===== src/rtl/controller_part4_if.sv =====
// controller_part4_if: load/result handshake and datapath control bundle
interface controller_part4_if #(
  parameter int N = 8,
  parameter int LOG2N = $clog2(N)
);
  logic in_valid;
  logic in_ready;
  logic [LOG2N-1:0] addr_x;
  logic wr_en_x;
  logic [2*LOG2N-1:0] addr_w;
  logic wr_en_w;
  logic clear_acc;
  logic en_acc;
  logic out_valid;
  logic out_ready;
  logic [LOG2N-1:0] out_row;
  logic done;
  modport master (
    input in_valid, out_ready,
    output in_ready, addr_x, wr_en_x, addr_w, wr_en_w, clear_acc, en_acc, out_valid, out_row, done
  );
  modport slave (
    output in_valid, out_ready,
    input in_ready, addr_x, wr_en_x, addr_w, wr_en_w, clear_acc, en_acc, out_valid, out_row, done
  );
endinterface


===== src/rtl/controller_part4.sv =====
// controller_part4: load/clear/MAC/output sequencer for the N-element matrix-vector datapath
module controller_part4 #(
  parameter int N = 8,
  parameter int LOG2N = $clog2(N)
) (
  input logic clk,
  input logic rst,
  controller_part4_if.master b
);
  typedef enum logic [2:0] {LOAD_X, LOAD_W, CLEAR, MAC, OUT} state_t;
  localparam int LW = 2 * LOG2N;
  localparam logic [LOG2N-1:0] LAST = LOG2N'(N - 1);
  localparam logic [LW-1:0] X_LAST = LW'(N - 1);
  localparam logic [LW-1:0] W_LAST = LW'(N * N - 1);
  state_t state, state_n;
  logic [LW-1:0] ld_cnt;
  logic [LOG2N-1:0] k, row;
  logic acc_in, acc_out, x_end, w_end;
  assign acc_in = b.in_valid && (state == LOAD_X || state == LOAD_W);
  assign acc_out = b.out_ready && state == OUT;
  assign x_end = acc_in && state == LOAD_X && ld_cnt == X_LAST;
  assign w_end = acc_in && state == LOAD_W && ld_cnt == W_LAST;
  always_ff @(posedge clk) begin
    if (!rst) begin
      state <= LOAD_X;
      ld_cnt <= '0;
      k <= '0;
      row <= '0;
    end else begin
      state <= state_n;
      ld_cnt <= (acc_out || x_end) ? '0 : ld_cnt + LW'(acc_in);
      k <= state == MAC ? k + 1'b1 : '0;
      row <= state == LOAD_W ? '0 : row + LOG2N'(acc_out);
    end
  end
  always_comb begin
    state_n = state;
    b.in_ready = 1'b0;
    b.addr_x = '0;
    b.wr_en_x = 1'b0;
    b.addr_w = '0;
    b.wr_en_w = 1'b0;
    b.clear_acc = 1'b0;
    b.en_acc = 1'b0;
    b.out_valid = 1'b0;
    b.out_row = '0;
    b.done = 1'b0;
    if (rst) begin
      case (state)
        LOAD_X: begin
          b.in_ready = 1'b1;
          b.wr_en_x = b.in_valid;
          b.addr_x = ld_cnt[LOG2N-1:0];
          state_n = x_end ? LOAD_W : LOAD_X;
        end
        LOAD_W: begin
          b.in_ready = 1'b1;
          b.wr_en_w = b.in_valid;
          b.addr_w = ld_cnt;
          state_n = w_end ? CLEAR : LOAD_W;
        end
        CLEAR: begin
          b.clear_acc = 1'b1;
          state_n = MAC;
        end
        MAC: begin
          b.en_acc = 1'b1;
          b.addr_x = k;
          b.addr_w = {row, k};
          state_n = k == LAST ? OUT : MAC;
        end
        OUT: begin
          b.out_valid = 1'b1;
          b.out_row = row;
          b.done = b.out_ready && row == LAST;
          state_n = b.out_ready ? (row == LAST ? LOAD_X : CLEAR) : OUT;
        end
        default: state_n = LOAD_X;
      endcase
    end
  end
endmodule


===== src/flat_wrapper.sv =====
// flat-port wrapper written by rule: the top's interface ports become plain ports
module controller_part4_flat 
#(
  parameter int N = 8,
  parameter int LOG2N = $clog2(N)
)
  (clk, rst, b_in_valid, b_out_ready, b_in_ready, b_addr_x, b_wr_en_x, b_addr_w, b_wr_en_w, b_clear_acc, b_en_acc, b_out_valid, b_out_row, b_done);
  controller_part4_if #(.N(N), .LOG2N(LOG2N)) b_i ();
  input logic clk;
  input logic rst;
  input wire logic [$bits(b_i.in_valid)-1:0] b_in_valid;
  input wire logic [$bits(b_i.out_ready)-1:0] b_out_ready;
  output wire logic [$bits(b_i.in_ready)-1:0] b_in_ready;
  output wire logic [$bits(b_i.addr_x)-1:0] b_addr_x;
  output wire logic [$bits(b_i.wr_en_x)-1:0] b_wr_en_x;
  output wire logic [$bits(b_i.addr_w)-1:0] b_addr_w;
  output wire logic [$bits(b_i.wr_en_w)-1:0] b_wr_en_w;
  output wire logic [$bits(b_i.clear_acc)-1:0] b_clear_acc;
  output wire logic [$bits(b_i.en_acc)-1:0] b_en_acc;
  output wire logic [$bits(b_i.out_valid)-1:0] b_out_valid;
  output wire logic [$bits(b_i.out_row)-1:0] b_out_row;
  output wire logic [$bits(b_i.done)-1:0] b_done;
  assign b_i.in_valid = b_in_valid;
  assign b_i.out_ready = b_out_ready;
  assign b_in_ready = b_i.in_ready;
  assign b_addr_x = b_i.addr_x;
  assign b_wr_en_x = b_i.wr_en_x;
  assign b_addr_w = b_i.addr_w;
  assign b_wr_en_w = b_i.wr_en_w;
  assign b_clear_acc = b_i.clear_acc;
  assign b_en_acc = b_i.en_acc;
  assign b_out_valid = b_i.out_valid;
  assign b_out_row = b_i.out_row;
  assign b_done = b_i.done;
  controller_part4 #(.N(N), .LOG2N(LOG2N)) u_core (.clk(clk), .rst(rst), .b(b_i));
endmodule

===== config.mk =====
export PLATFORM = sky130hd
export DESIGN_NAME = controller_part4_flat
export DESIGN_NICKNAME = d
export VERILOG_FILES = /design/src/rtl/controller_part4_if.sv /design/src/rtl/controller_part4.sv /design/src/flat_wrapper.sv
export SDC_FILE = /design/constraint.sdc
export NUM_CORES = 1
export LEC_CHECK = 0
export CAP_MARGIN = 20
export CELL_PAD_IN_SITES_DETAIL_PLACEMENT = 1
export CELL_PAD_IN_SITES_GLOBAL_PLACEMENT = 1
export CORE_UTILIZATION = 48
export DETAILED_ROUTE_END_ITERATION = 10
export DONT_BUFFER_PORTS = 1
export PLACE_DENSITY_LB_ADDON = 0.1
export SLEW_MARGIN = 15
export SYNTH_ARGS = -nofsm -noshare
export SYNTH_HDL_FRONTEND = slang
export SYNTH_SLANG_ARGS = --single-unit

===== constraint.sdc =====
create_clock -name clk -period 4.3 [get_ports clk]
set_clock_uncertainty 0.15 [all_clocks]
set_input_delay 0.86 -clock clk [delete_from_list [all_inputs] [get_ports clk]]
set_output_delay 0.86 -clock clk [all_outputs]
set_load 0.01 [all_outputs]

=== Yosys cells after proc, flatten, opt, wreduce, memory -nomap -nowiden ===
Cells that the tools add are included.

* Output and inout bits: 19
* Input bits: 4
* Word-level logic and storage cells: 56
* Bits in registers: 15

* Add/subtract/negate cells: 3
* Multiplexer cells: 26
* Equality and inequality tests: 8
* Bitwise logic cells: 1
* Reductions and logical operators: 14

{| class="wikitable"
|+ Operator list
! operator !! number
|-
| $mux W1 || 15
|-
| $mux W3 || 5
|-
| $pmux W3 S5 || 1
|-
| $pmux W6 S2 || 1
|-
| $eq A3 B3 Y1 const B || 3
|-
| $logic_and A1 B1 Y1 || 7
|-
| $add A6 B1 Y6 || 1
|-
| $eq A3 B2 Y1 const B || 2
|-
| $eq A6 B3 Y1 const B || 1
|-
| $eq A6 B6 Y1 const B || 1
|-
| $mux W6 || 1
|-
| $pmux W3 S2 || 1
|-
| $reduce_or A2 Y1 || 3
|-
| $mux W2 || 2
|-
| $add A3 B1 Y3 || 1
|-
| $add A3 B1 Y3 const B || 1
|-
| $eq A3 B1 Y1 const B || 1
|-
| $logic_not A3 Y1 || 1
|-
| $logic_or A1 B1 Y1 || 2
|-
| $reduce_and A2 Y1 || 1
|-
| $not A1 Y1 || 1
|}

=== Longest topological paths before layout ===
* Depth in word-level cells: 7
* Mapped depth: 7
* Gate-level depth less buffers: 7

=== Worst setup path after synthesis ===
No wires, ideal clock.

* Path type: input to output
* Start point: input port b_in_valid
* End point: output port b_wr_en_x
* Slack: 1.737 ns
* Stages: 4
* Arrival time: 1.553 ns
* Path through: or3b_4 -> inv_1 -> nand2_1 -> nor2_1

* Longest elaborated chain between the ends: 2

{| class="wikitable"
|+ Ends and longest elaborated chain
! element !! RTL line !! text
|-
| start, declared || flat_wrapper.sv:11 || <nowiki>input wire logic [$bits(b_i.in_valid)-1:0] b_in_valid;</nowiki>
|-
| $mux W1 || controller_part4.sv:49 || <nowiki>case (state)</nowiki>
|-
| $mux W1 || controller_part4.sv:48 || <nowiki>if (rst) begin</nowiki>
|-
| end, declared || flat_wrapper.sv:15 || <nowiki>output wire logic [$bits(b_i.wr_en_x)-1:0] b_wr_en_x;</nowiki>
|}

Every way passes these cells.

=== Worst setup path in the final report ===
* Start point: register u_core.state[1]
* End point: output port b_addr_w[5]

* Longest elaborated chain between the ends: 3
* Elaborated cells on any way between the ends: 4
* Those cells by class: eq/ne: 2; mux: 2

{| class="wikitable"
|+ Ends and longest elaborated chain
! element !! RTL line !! text
|-
| start, declared || controller_part4.sv:15 || <nowiki>state_t state, state_n;</nowiki>
|-
| start signal, assigned || controller_part4.sv:30 || <nowiki>state <= state_n;</nowiki>
|-
| $eq A3 B2 Y1 or $eq A3 B1 Y1 (tied branches) || controller_part4.sv:49 ||
|-
| $pmux W6 S2 * || controller_part4.sv:49 ||
|-
| $mux W6 * || controller_part4.sv:48 ||
|-
| end, declared || flat_wrapper.sv:16 || <nowiki>output wire logic [$bits(b_i.addr_w)-1:0] b_addr_w;</nowiki>
|}

Mark *: on every way between the ends. The rest lies on a longest branch, timed or not.

==> results.tsv <==
metric	value	unit
postPlaceCellArea	920	um2
slowest_stage	dfxtp_1	
initial_utilization	51.8	%
crit_path_end_kind	output pin	
clock-sinks	15	
yosys_warnings	0	
drc	0	
synth_area	913	um2
synth_edf_count	0	
grt_usage	22.3	%
startpoint_type	register	
dp_hpwl	1540	um
final_util	53.7	%
num-fill-cells	229	
clk_latency	0.29	ns
max_freq	352	MHz
relSlewSlack	54.7	%
ir_drop	0.000220	V
cap_violations	0	
reg2reg_slack	2.00	ns
fin_tns_setup	0	ns
slew_viol_final	0	
antenna_found_initial	0	
worstHoldStart	u_core.k[0]$_SDFF_PN0_	
synth_top_area_share	32.9	%
yosysMostFrequentCell	dfxtp_1	
final_area	947	um2
startpoint	u_core.state[1]$_SDFF_PN0_	
path_clk_slew	0.09	ns
worstRegToRegCells	6	
fin_crit_sh	66.1	%
cp.required	3.29	ns
core_area	0.00176	mm2
postSynthCellCount	106	
overflow	0	
clock_path_buffers	2	
grt_use_met1	27.6	%
grt_busiest_layer	met2	
status	finished, final reports clean	
routed_wl	2040	um
hold_viol	0	
yosysSeqAreaShare	32.9	%
chipWidth	45.6	um
setup.worst_path.end	b_addr_w[5]	
reg2reg_from	u_core.state[1]$_SDFF_PN0_	
critPathMaxStageDelay	0.77	ns
path_cells	and4b_1 > a22o_1	
cts_hold_buf	0	
dieHeight	45.6	um
gp_congestion	0.753	
grt_use_met3	3.57	%
syn_avg_cell_area	8.62	um2
seq_area	300	um2
ys_ff_latch	15	
cts_resized	0	
met2_usage	37.1	%
synth_cell_types	31	
nets	115	
cts_root_buf	clkbuf_4	
synth_top_cell_by_area	dfxtp_1	
vias_per_cell	6.04	
die_area	0.00208	mm2
first_pass_iters	3	
rr_endpoint	u_core.ld_cnt[5]$_SDFF_PP0_	
fin_crit	2.84	ns
synth_fp_nets	116	
antennaDiodeCount	0	
setup-violations-final	0	
multi_input_area	584	um2
cts_tree	yes	
synthArstFlopShare	0	%
path_class	reg -> out	
grt_pass1_wl	3290	um
p_leak	0.394	nW
cts.htree.levels	1	
vias	779	
synthTopCellsByCount	dfxtp_1, nor2_1, and3_1	
syn_to_final_growth	3.70	%
cts_buffers	3	
io_pins	23	
wire_per_inst	15.8	um
tightestPinTransition	0.678	ns
drive_gt1_share	6.73	%
rsz0062_at_grt	no	
path_max_fanout	21	
worstPathArrival	1.83	ns
grt_max_degree	22	
synth_ff_type	dfxtp_1	
row_count	15	
synth_area_leaders	dfxtp_1, ha_1, nor3b_1	
ant_nets	0	
port_buffers	0	
drt_iter0_drc	7	
grt_pass1_vias	767	
power.density	252	mW/mm2
hold_path_class	reg -> reg	
post_cts_buffers	0	
## power breakdown
group	internal, mW	total (mW)	switching, mW
Sequential	0.141	0.144	0.00295
Clock	0.0346	0.0807	0.0462
Combinational	0.00651	0.0143	0.00776
## cells by family (layout without fill, tap and decap cells)
kind of cell | count (synthesis) | after routing | share of synthesized area (%)
buf+inv | 7 | 5 | 3.15
flops | 15 | 15 | 32.9
xor+xnor | 4 | 4 | 3.84
fa+ha+maj | 6 | 6 | 8.22
compound gates | 13 | 13 | 9.73
mux | 3 | 3 | 3.29
simple gates | 58 | 58 | 38.9
## metal layers
layer / wire length, um / vias to the layer above
li1: - / 382
met1: 951 / 377
met2: 977 / 16
met3: 78 / 4
met4: 28 / 0
met5: 0 / -
## registers in the layout, summed over array words and instances (netlist names)
signal	count
u_core.k	3
u_core.ld_cnt	6
u_core.row	3
u_core.state	3
## placed cells by master, fill, tap and decap left out, types with 2 or more instances in the layout
cell / n
xor2_1: 3
ha_1: 6
nor2_1: 9
nor3_1: 2
clkbuf_4: 3
nand3_1: 4
and2_1: 6
a22o_1: 3
mux2i_1: 3
nand2_1: 5
a31oi_1: 6
or3_1: 2
nor2b_1: 2
o21ai_0: 2
dfxtp_1: 15
nand2b_1: 4
nor3b_1: 7
and4bb_2: 2
and3_1: 8
## cell type report
class | instances | share of cell area, %
Tap cell | 25 | 3.30
Sequential cell | 15 | 31.7
Clock inverter | 1 | 0.528
Clock buffer | 3 | 2.38
Multi-Input combinational cell | 84 | 61.7
Inverter | 1 | 0.396
## through the flow
step	setup WS [ns]	hold WS (ns)	total power, mW	instances
3_5_place_dp	1.68	0.336	0.162	125
4_1_cts	1.47	0.350	0.244	129
5_1_grt	1.35	0.372	0.251	129
2_1_floorplan	1.74	0.286	0.159	106
3_3_place_gp	1.69	0.304	0.160	125
6_report	1.46	0.353	0.239	129
## critical path: cells and delay by family, from the launching register on
kind             cells  cell delay [ns]
flip-flops           1             0.77
AND/OR/NAND/NOR      1             0.52
AO/OA/AOI/OAI        1             0.25
## worst min path at each step
stage                     slack (ns)  depth (start not counted)                     end
final                           0.35                          1  u_core.k[0]$_SDFF_PN0_
after global routing            0.37                          1  u_core.k[0]$_SDFF_PN0_
after CTS                       0.35                          1  u_core.k[0]$_SDFF_PN0_
after detailed placement        0.34                          1  u_core.k[0]$_SDFF_PN0_
after global placement          0.30                          1  u_core.k[0]$_SDFF_PN0_
after floorplan                 0.29                          1  u_core.k[0]$_SDFF_PN0_
No activity file was read; power rests on OpenSTA's default activity.
